===== src/rtl/seven_segment_pkg.sv =====
// seven_segment_pkg
//   Shared constants and the hex-to-glyph table for the seven-segment scanner.
//   Segment encodings are active-low; bit 4 is the decimal point.
package seven_segment_pkg;

   localparam logic [7:0] SEG_BLANK  = 8'hFF;
   localparam int         SEG_DP_BIT = 4;
   localparam int         MAX_DIGITS = 8;

   // Active-low glyph for one hex nibble (DP segment left off).
   function automatic logic [7:0] hexToSegments(input logic [3:0] nibble);
      logic [7:0] seg;
      case (nibble)
         4'h0: seg = 8'h11;
         4'h1: seg = 8'hD7;
         4'h2: seg = 8'h32;
         4'h3: seg = 8'h92;
         4'h4: seg = 8'hD4;
         4'h5: seg = 8'h98;
         4'h6: seg = 8'h18;
         4'h7: seg = 8'hD3;
         4'h8: seg = 8'h10;
         4'h9: seg = 8'h90;
         4'hA: seg = 8'h50;
         4'hB: seg = 8'h1C;
         4'hC: seg = 8'h39;
         4'hD: seg = 8'h16;
         4'hE: seg = 8'h38;
         default: seg = 8'h78;
      endcase
      return seg;
   endfunction

endpackage


===== src/rtl/segment_refresh_timer.sv =====
// segment_refresh_timer
//   Slot prescaler and digit index for the scanner.
//   Ports:
//     clock, resetN   clock / async active-low reset
//     idx             digit currently owning the slot (0 = rightmost)
//     blank           prescaler is inside the inter-digit dark window
//     frame_boundary  first cycle of digit 0's slot (idx 0, prescaler 0)
module segment_refresh_timer
   import seven_segment_pkg::*;
#(
   parameter int NUM_DIGITS   = 4,
   parameter int REFRESH_DIV  = 50000,
   parameter int BLANK_CYCLES = 16,
   parameter int IDX_W        = (NUM_DIGITS > 1) ? $clog2(NUM_DIGITS) : 1
) (
   input  logic             clock,
   input  logic             resetN,
   output logic [IDX_W-1:0] idx,
   output logic             blank,
   output logic             frame_boundary
);

   localparam int PRE_W = $clog2(REFRESH_DIV);

   logic [PRE_W-1:0] presc;

   always_ff @(posedge clock or negedge resetN) begin
      if (!resetN) begin
         presc <= '0;
         idx   <= '0;
      end else if (presc == PRE_W'(REFRESH_DIV - 1)) begin
         presc <= '0;
         idx   <= (idx == IDX_W'(NUM_DIGITS - 1)) ? '0 : idx + 1'b1;
      end else begin
         presc <= presc + 1'b1;
      end
   end

   assign blank          = (presc < PRE_W'(BLANK_CYCLES));
   assign frame_boundary = (presc == '0) && (idx == '0);

endmodule


===== src/rtl/seven_segment_scanner.sv =====
// seven_segment_scanner
//   Time-multiplexed driver for an N-digit common-anode seven-segment display.
//   Inputs are captured into a pending buffer on loadData and promoted to the
//   active buffer only at the frame boundary, so a frame never mixes values.
//   Ports:
//     clock, resetN        clock / async active-low reset
//     digitData            hex nibbles, [3:0] = digit 0
//     decimalPoint         per-digit DP enable
//     digitBlank           per-digit force-dark
//     zeroSuppress         blank leading zero digits
//     loadData             capture the four inputs above
//     sevenSegmentEnable   active-low digit anodes
//     sevenSegmentData     active-low segments, bit 4 = DP
//     frameStart           1-cycle pulse as digit 0's slot begins
module seven_segment_scanner
   import seven_segment_pkg::*;
#(
   parameter int NUM_DIGITS   = 4,
   parameter int REFRESH_DIV  = 50000,
   parameter int BLANK_CYCLES = 16
) (
   input  logic                    clock,
   input  logic                    resetN,
   input  logic [4*NUM_DIGITS-1:0] digitData,
   input  logic [NUM_DIGITS-1:0]   decimalPoint,
   input  logic [NUM_DIGITS-1:0]   digitBlank,
   input  logic                    zeroSuppress,
   input  logic                    loadData,
   output logic [NUM_DIGITS-1:0]   sevenSegmentEnable,
   output logic [7:0]              sevenSegmentData,
   output logic                    frameStart
);

   localparam int IDX_W = (NUM_DIGITS > 1) ? $clog2(NUM_DIGITS) : 1;

   logic [IDX_W-1:0] idx;
   logic             blank;
   logic             frame_boundary;

   segment_refresh_timer #(
      .NUM_DIGITS  (NUM_DIGITS),
      .REFRESH_DIV (REFRESH_DIV),
      .BLANK_CYCLES(BLANK_CYCLES),
      .IDX_W       (IDX_W)
   ) u_timer (
      .clock         (clock),
      .resetN        (resetN),
      .idx           (idx),
      .blank         (blank),
      .frame_boundary(frame_boundary)
   );

   logic [4*NUM_DIGITS-1:0] pend_data,  act_data;
   logic [NUM_DIGITS-1:0]   pend_dp,    act_dp;
   logic [NUM_DIGITS-1:0]   pend_blank, act_blank;
   logic                    pend_zs,    act_zs;

   logic [NUM_DIGITS-1:0]   lz;
   logic                    above;
   logic [3:0]              nibble;
   logic                    dark;
   logic [NUM_DIGITS-1:0]   nxt_en;
   logic [7:0]              nxt_data;

   // Leading-zero chain from the top digit down; a lit DP breaks the chain
   // so that digit and everything below it stay visible. Digit 0 always shows.
   always_comb begin
      lz    = '0;
      above = 1'b1;
      for (int i = NUM_DIGITS - 1; i >= 1; i--) begin
         lz[i] = above && (act_data[4*i +: 4] == 4'h0) && !act_dp[i];
         above = lz[i];
      end
   end

   always_comb begin
      nibble   = act_data[{idx, 2'b00} +: 4];
      dark     = act_blank[idx] | (act_zs & lz[idx]);
      nxt_en   = '1;
      nxt_data = SEG_BLANK;
      if (!blank && !dark) begin
         nxt_en[idx] = 1'b0;
         nxt_data    = hexToSegments(nibble);
         if (act_dp[idx]) nxt_data[SEG_DP_BIT] = 1'b0;
      end
   end

   always_ff @(posedge clock or negedge resetN) begin
      if (!resetN) begin
         pend_data          <= '0;
         pend_dp            <= '0;
         pend_blank         <= '0;
         pend_zs            <= 1'b0;
         act_data           <= '0;
         act_dp             <= '0;
         act_blank          <= '0;
         act_zs             <= 1'b0;
         sevenSegmentEnable <= '1;
         sevenSegmentData   <= SEG_BLANK;
         frameStart         <= 1'b0;
      end else begin
         if (loadData) begin
            pend_data  <= digitData;
            pend_dp    <= decimalPoint;
            pend_blank <= digitBlank;
            pend_zs    <= zeroSuppress;
         end
         // Promotion reads pending before this edge's load, so a load on the
         // boundary cycle waits for the following frame.
         if (frame_boundary) begin
            act_data  <= pend_data;
            act_dp    <= pend_dp;
            act_blank <= pend_blank;
            act_zs    <= pend_zs;
         end
         sevenSegmentEnable <= nxt_en;
         sevenSegmentData   <= nxt_data;
         frameStart         <= frame_boundary;
      end
   end

endmodule


===== config.mk =====
export PLATFORM = sky130hd
export DESIGN_NAME = seven_segment_scanner
export DESIGN_NICKNAME = d
export VERILOG_FILES = /design/src/rtl/seven_segment_pkg.sv /design/src/rtl/segment_refresh_timer.sv /design/src/rtl/seven_segment_scanner.sv
export SDC_FILE = /design/constraint.sdc
export NUM_CORES = 1
export LEC_CHECK = 0
export CORE_ASPECT_RATIO = 0.75
export CORE_MARGIN = 2
export CORE_UTILIZATION = 51
export CTS_CLUSTER_SIZE = 8
export DETAILED_ROUTE_END_ITERATION = 10
export GPL_ROUTABILITY_DRIVEN = 0
export HOLD_SLACK_MARGIN = 0.1
export PLACE_DENSITY = 0.76
export RECOVER_POWER = 100
export SKIP_LAST_GASP = 1
export SLEW_MARGIN = 20
export SYNTH_ARGS = -nofsm -noshare
export SYNTH_HDL_FRONTEND = slang
export SYNTH_SLANG_ARGS = --single-unit

===== constraint.sdc =====
create_clock -name clock -period 2.15 [get_ports clock]
set_input_delay 0.5375 -clock clock [delete_from_list [all_inputs] [get_ports clock]]
set_output_delay 0.5375 -clock clock [all_outputs]
set_load 0.03 [all_outputs]

### Yosys cells after proc, flatten, opt, wreduce, memory -nomap -nowiden

Memories as Yosys holds them, arrays and structs flattened.
Cells that the tools add are included.

* register bits: 81
* bits in latches: 0
* RAM bits: 0
* ROM bits: 112
* output and inout bits: 13
* word-level logic and storage cells: 56
* memories kept: 1

* add/sub/neg operators: 2
* $mul: 0
* divide/modulo/power cells: 0
* $lt $le $gt $ge: 3
* eq/ne operators: 2
* shift-type cells: 1
* mux-type cells: 13
* bitwise operators: 3
* reduce and logical (&&, ||, !) cells: 18

Memory list
* (no name shown): words 16, bits a word 7, read ports 1, clocked after Yosys merged registers in 0, write ports 0, RTL line seven_segment_pkg.sv:13 `case (nibble)`

Operator list (number)
* 16-bit by 1-bit adder with 16-bit output (second input constant): 1
* 16-bit equality test (second input constant): 1
* 16-bit logical NOT: 1
* 16-bit by 5-bit less-than comparator with 1-bit output (second input constant): 1
* 16-bit two-way mux: 1
* 16-bit by 5-bit variable part select with 4-bit output: 1
* 4-bit logical NOT: 3
* 1-bit logical AND: 8
* 8-bit two-way mux: 1
* 1-bit binary-select mux with 2-bit select: 3
* 1-bit logical NOT: 5
* 1-bit two-way mux: 5
* 4-bit two-way mux: 1
* 4-bit NOT: 1
* 2-bit by 3-bit less-than comparator with 1-bit output (second input constant): 1
* 2-bit by 1-bit adder with 2-bit output (second input constant): 1
* 1-bit demux with 2-bit select: 1
* 2-bit equality test (second input constant): 1
* 2-bit by 1-bit greater-or-equal comparator with 1-bit output (second input constant): 1
* 2-bit logical NOT: 1
* 2-bit two-way mux: 1
* 1-bit bitwise AND: 1
* 1-bit OR: 1

### Logic depth before layout (Yosys ltp)

* depth after elaboration: 13
* gate-level depth with buffers: 8

### Cells and area by module

Synthesis repeated with hierarchy kept, for this count alone.

* cell total of the unflattened synthesis: 291
* area total of the unflattened synthesis: 3811.2 um2

By module, submodules not included
* seven_segment_scanner: times used 1, cells each 204, area an instance 2875.3 um2, sequential area each 1591.5 um2
* segment_refresh_timer: times used 1, cells each 87, area an instance 935.9 um2, sequential area each 450.4 um2

### Worst setup path before layout

OpenSTA, ideal clock, no wires.

* path kind: reg2reg
* start: register u_timer.idx[0]
* end: register sevenSegmentData[6]
* library setup time: 0.097 ns
* arrival: 2.020 ns
* slack: 0.033 ns
* cell stages (with the launch flop): 9
* buffers on the path: 1
* period minus slack after synthesis: 2.117 ns
* path through: dfrtp_1 -> buf_2 -> mux4_2 -> inv_1 -> ha_1 -> inv_1 -> mux4_2 -> inv_1 -> nand3_1

* word-level cells in the longest chain between the ends: 7
* elaborated cells between the ends (all ways): 11

Ends and longest elaborated chain
* start, declared: RTL line segment_refresh_timer.sv:18 `output logic [IDX_W-1:0] idx,`
* start signal, assigned: RTL line segment_refresh_timer.sv:33 `idx <= (idx == IDX_W'(NUM_DIGITS - 1)) ? '0 : idx + 1'b1;`
* branches (longest 6 deep; another with memory read 16 x 7 bit)
* 8-bit two-way mux *: RTL line seven_segment_scanner.sv:81 `if (!blank && !dark) begin`
* named net nxt_data[6]: RTL line seven_segment_scanner.sv:63 `logic [7:0] nxt_data;`
* end signal, assigned: RTL line seven_segment_scanner.sv:117 `sevenSegmentData <= nxt_data;`
* end, declared: RTL line seven_segment_scanner.sv:30 `output logic [7:0] sevenSegmentData,`

Mark *: on every way through the listed nets, which the timed path passes. The select of a mux whose other input is x is not followed.
A chain may end at the register's enable or synchronous reset.

### Worst setup path after layout

* start: register u_timer.presc[7]
* end: register act_dp[3]

* word-level cells in the longest chain between the ends: 2

Ends and longest elaborated chain
* start, declared: RTL line segment_refresh_timer.sv:25 `logic [PRE_W-1:0] presc;`
* start signal, assigned: RTL line segment_refresh_timer.sv:35 `presc <= presc + 1'b1;`
* 16-bit logical NOT: RTL line segment_refresh_timer.sv:40 `assign frame_boundary = (presc == '0) && (idx == '0);`
* 1-bit logical AND: RTL line segment_refresh_timer.sv:40
* end signal, assigned: RTL line seven_segment_scanner.sv:112 `act_dp <= pend_dp;`
* end, declared: RTL line seven_segment_scanner.sv:54 `logic [NUM_DIGITS-1:0] pend_dp, act_dp;`

No other way between the ends.

==> impl_metrics.ini <==
[synthesis]
synth-main-ff-cell = dfrtp_1
synth_largest_area_cell = dfrtp_1
yosys.area.top_type_share_pct = 45.57
ys_warn_count = 0
synth.avg_cell_area_um2 = 13.58
synth_common_cells = dfrtp_1 (69), mux2_2 (35), mux2_4 (19), nor2_1 (14), nand3_1 (13)
synth_edf_count = 0
syn_nets = 319
synthCells = 279
synth_seq_cells = 81
synth.distinct_cells = 40
syn-cell-area_um2 = 3789
async_flop_share_pct = 100.0
yosysMostFrequentCell = dfrtp_1
yosysSeqAreaShare_pct = 53.90
synth_area_leaders = dfrtp_1 (46%), mux2_2 (10%), dfstp_2 (8.3%)

[cts]
clock_latency_ns = 0.36
clk_pin_slew_ns = 0.09
cts_max_level = 3
cts_made_buffers = 9
cts_root_buf = clkbuf_8
cts.sinks = 81
cts_tree = yes
ctsLongestPathBuffers = 2

[route]
wl_per_cell_um = 15.15
wirelength_um = 6620
drt_iter0_markers = 56
vias = 2296
remaining_drc_errors = 0
route.antenna.remaining_nets = 0
dr.pass1.iters = 4
viasPerCell = 5.254

[floorplan]
fp.dieArea_um2 = 8141
num_rows = 27
initial_core_util_pct = 52.16
ios = 41
fp.coreArea_um2 = 7263
chipWidth_um = 103.5
dieHeight_um = 78.64

[timing]
period_share_pct = 97.19
slew_headroom_pct = 56.08
setup_tns_ns = 0
slew_violations = 0
min_period_ns = 2.090
setup_viol = 0
hold_viol = 0
clock.fmax_ghz = 0.4786
worstMarginPinSlew_ns = 0.6589
fin_ws_ns = 0.06039
fin_hold_ws_ns = 0.4967
rsz0062_at_grt = false
skew_ns = 0.01128

[critical_path]
slowest_stage = or4_4
critPathMaxFanout = 26
cp_data_arrival_time_ns = 2.34
worst_setup_path_end_kind = flip-flop
r2r_setup_slack_ns = 0.06
critPathKind = reg -> reg
critPathLaunchType = flip-flop
reg2reg_depth = 5
r2r-end = act_dp[3]$_DFFE_PN0P_
cp.depth = 5
cpLargestDelayFamily = simple AND/OR/NAND/NOR gates
path_buf_inv = 1
cp_cell_sequence = or4_4 > nor4_4 > nand4_4 > buf_12 > mux2_1
cp_slowest_stage_delay_ns = 0.54
required_ns = 2.40
reg2reg_from = u_timer.presc[7]$_DFF_PN0_

[worst_hold_path]
hold_depth = 1
hp-class = reg -> reg
holdPathEnd = act_data[8]$_DFFE_PN0P_
hold_path_startpoint = pend_data[8]$_DFFE_PN0P_

[finish]
nFillCells = 599
multi_input_area_um2 = 1590
diodes = 0
fin_area_um2 = 4492
seq_area_um2 = 2042
syn_to_final_growth_pct = 18.56
layout-drive-gt1-share_pct = 27.98
nets = 371

[global_route]
grt_pass1_vias = 2343
overflow = 0
track_usage_pct = 18.56
grt_start_max_net_pins = 55
antenna_found_initial = 0
grt_pass1_wl_um = 11730

[placement]
preCtsSetupSlack_ns = 0.06536
dp_hpwl_um = 4745
dpl_cell_area_um2 = 4378
portBuffers = 40

[pwr]
p_total_uw = 2972
ir_drop_v = 0.0005532
cellPowerDensity_nw_per_um2 = 661.6
p_leak_uw = 0.002006

[flow_run]
drv_cap = 0

[outcome]
status = finished, final reports clean
sequential cells by signal, summed over array words and instances, names as in the netlist:
signal	flops
frameStart	1
u_timer.presc	16
act_blank	4
pend_dp	4
sevenSegmentEnable	4
sevenSegmentData	8
u_timer.idx	2
pend_blank	4
act_dp	4
act_zs	1
pend_data	16
act_data	16
pend_zs	1
repair_timing:
action                     4_1_cts  5_1_grt
hold buffers                     1        0
setup buffers                    0        1
gates resized for setup          0        0
hold endpoints to repair        16        0
setup endpoints to repair        0        4
cells in the final DEF, fill, tap and decap left out, types with 2 or more instances in the layout:
cell type and count:
nor2b_1 5, and3_1 4, inv_1 12, mux2_2 34
clkinv_4 2, nand3_1 13, xnor2_1 6, mux2i_1 4
nand4_1 9, dfrtp_1 69, a21oi_1 3, mux2_4 8
nor2_1 14, o31ai_1 2, ha_1 12, clkinvlp_4 2
xor2_1 6, nand2_1 8, mux4_2 7, or4_1 5
inv_6 2, mux2_1 12, o21ai_0 2, clkbuf_1 3
clkbuf_8 9, dfstp_2 12, dlygate4sd3_1 3, buf_4 8
clkdlybuf4s50_1 37, nor4_1 2, clkbuf_2 3
worst max path at each step:
stage | endpoint | slack, ns | start
6_report | act_dp[3]$_DFFE_PN0P_ | 0.06 | u_timer.presc[7]$_DFF_PN0_
5_1_grt | act_data[1]$_DFFE_PN0P_ | 0.009 | u_timer.presc[11]$_DFF_PN0_
3_3_place_gp | act_data[7]$_DFFE_PN0P_ | 0.13 | u_timer.presc[7]$_DFF_PN0_
2_1_floorplan | sevenSegmentData[6]$_DFF_PN1_ | 0.03 | u_timer.idx[0]$_DFFE_PN0N_
3_5_place_dp | act_data[10]$_DFFE_PN0P_ | 0.07 | u_timer.presc[7]$_DFF_PN0_
4_1_cts | act_data[10]$_DFFE_PN0P_ | 0.04 | u_timer.presc[7]$_DFF_PN0_
cell families (layout without fill, tap and decap cells):
group / count (synthesis) / in the layout / synth area share (%)
AO/OA/AOI/OAI: 14 / 14 / 2.510
XOR/XNOR: 12 / 12 / 2.774
adder cells (fa/ha/maj): 12 / 12 / 3.963
buffers and inverters: 26 / 83 / 3.038
flip-flops: 81 / 81 / 53.90
multiplexers: 65 / 65 / 23.15
AND/OR/NAND/NOR: 69 / 69 / 10.67
stage by stage:
step / util [%] / cells
2_1_floorplan: - / 279
3_3_place_gp: 60.28 / 419
3_5_place_dp: 60.28 / 419
4_1_cts: 62.86 / 436
5_1_grt: 61.84 / 437
6_report: 61.84 / 437
routing by layer:
layer | wire length, µm | part of all wire, % | global-route usage (%)
met1 | 3226 | 49 | 25.44
met2 | 2951 | 45 | 27.62
met3 | 305 | 4.6 | 5.565
met4 | 136 | 2.1 | 8.108
met5 | 0 | 0 | 0
worst register-to-register path, stage by stage (launching register included):
cell	delay [ns]
dfrtp_1	0.41
or4_4	0.54
nor4_4	0.35
nand4_4	0.15
buf_12	0.20
mux2_1	0.34
power by group:
| group | leakage [µW] | switching, µW | total [µW] | internal, µW |
|---|---|---|---|---|
| logic | 0.000931 | 135 | 303 | 169 |
| registers | 0.000992 | 49.2 | 1670 | 1620 |
| clock network | 0.0000835 | 568 | 999 | 431 |
area by class of cell:
| type | instances | area share [%] |
|---|---|---|
| Sequential cell | 81 | 45.46 |
| Multi-Input combinational cell | 172 | 35.40 |
| Timing Repair Buffer | 55 | 11.36 |
| Tap cell | 101 | 2.813 |
| Inverter | 12 | 1.003 |
| Clock inverter | 6 | 1.114 |
| Clock buffer | 10 | 2.841 |
Power figures use the tool's default switching activity.
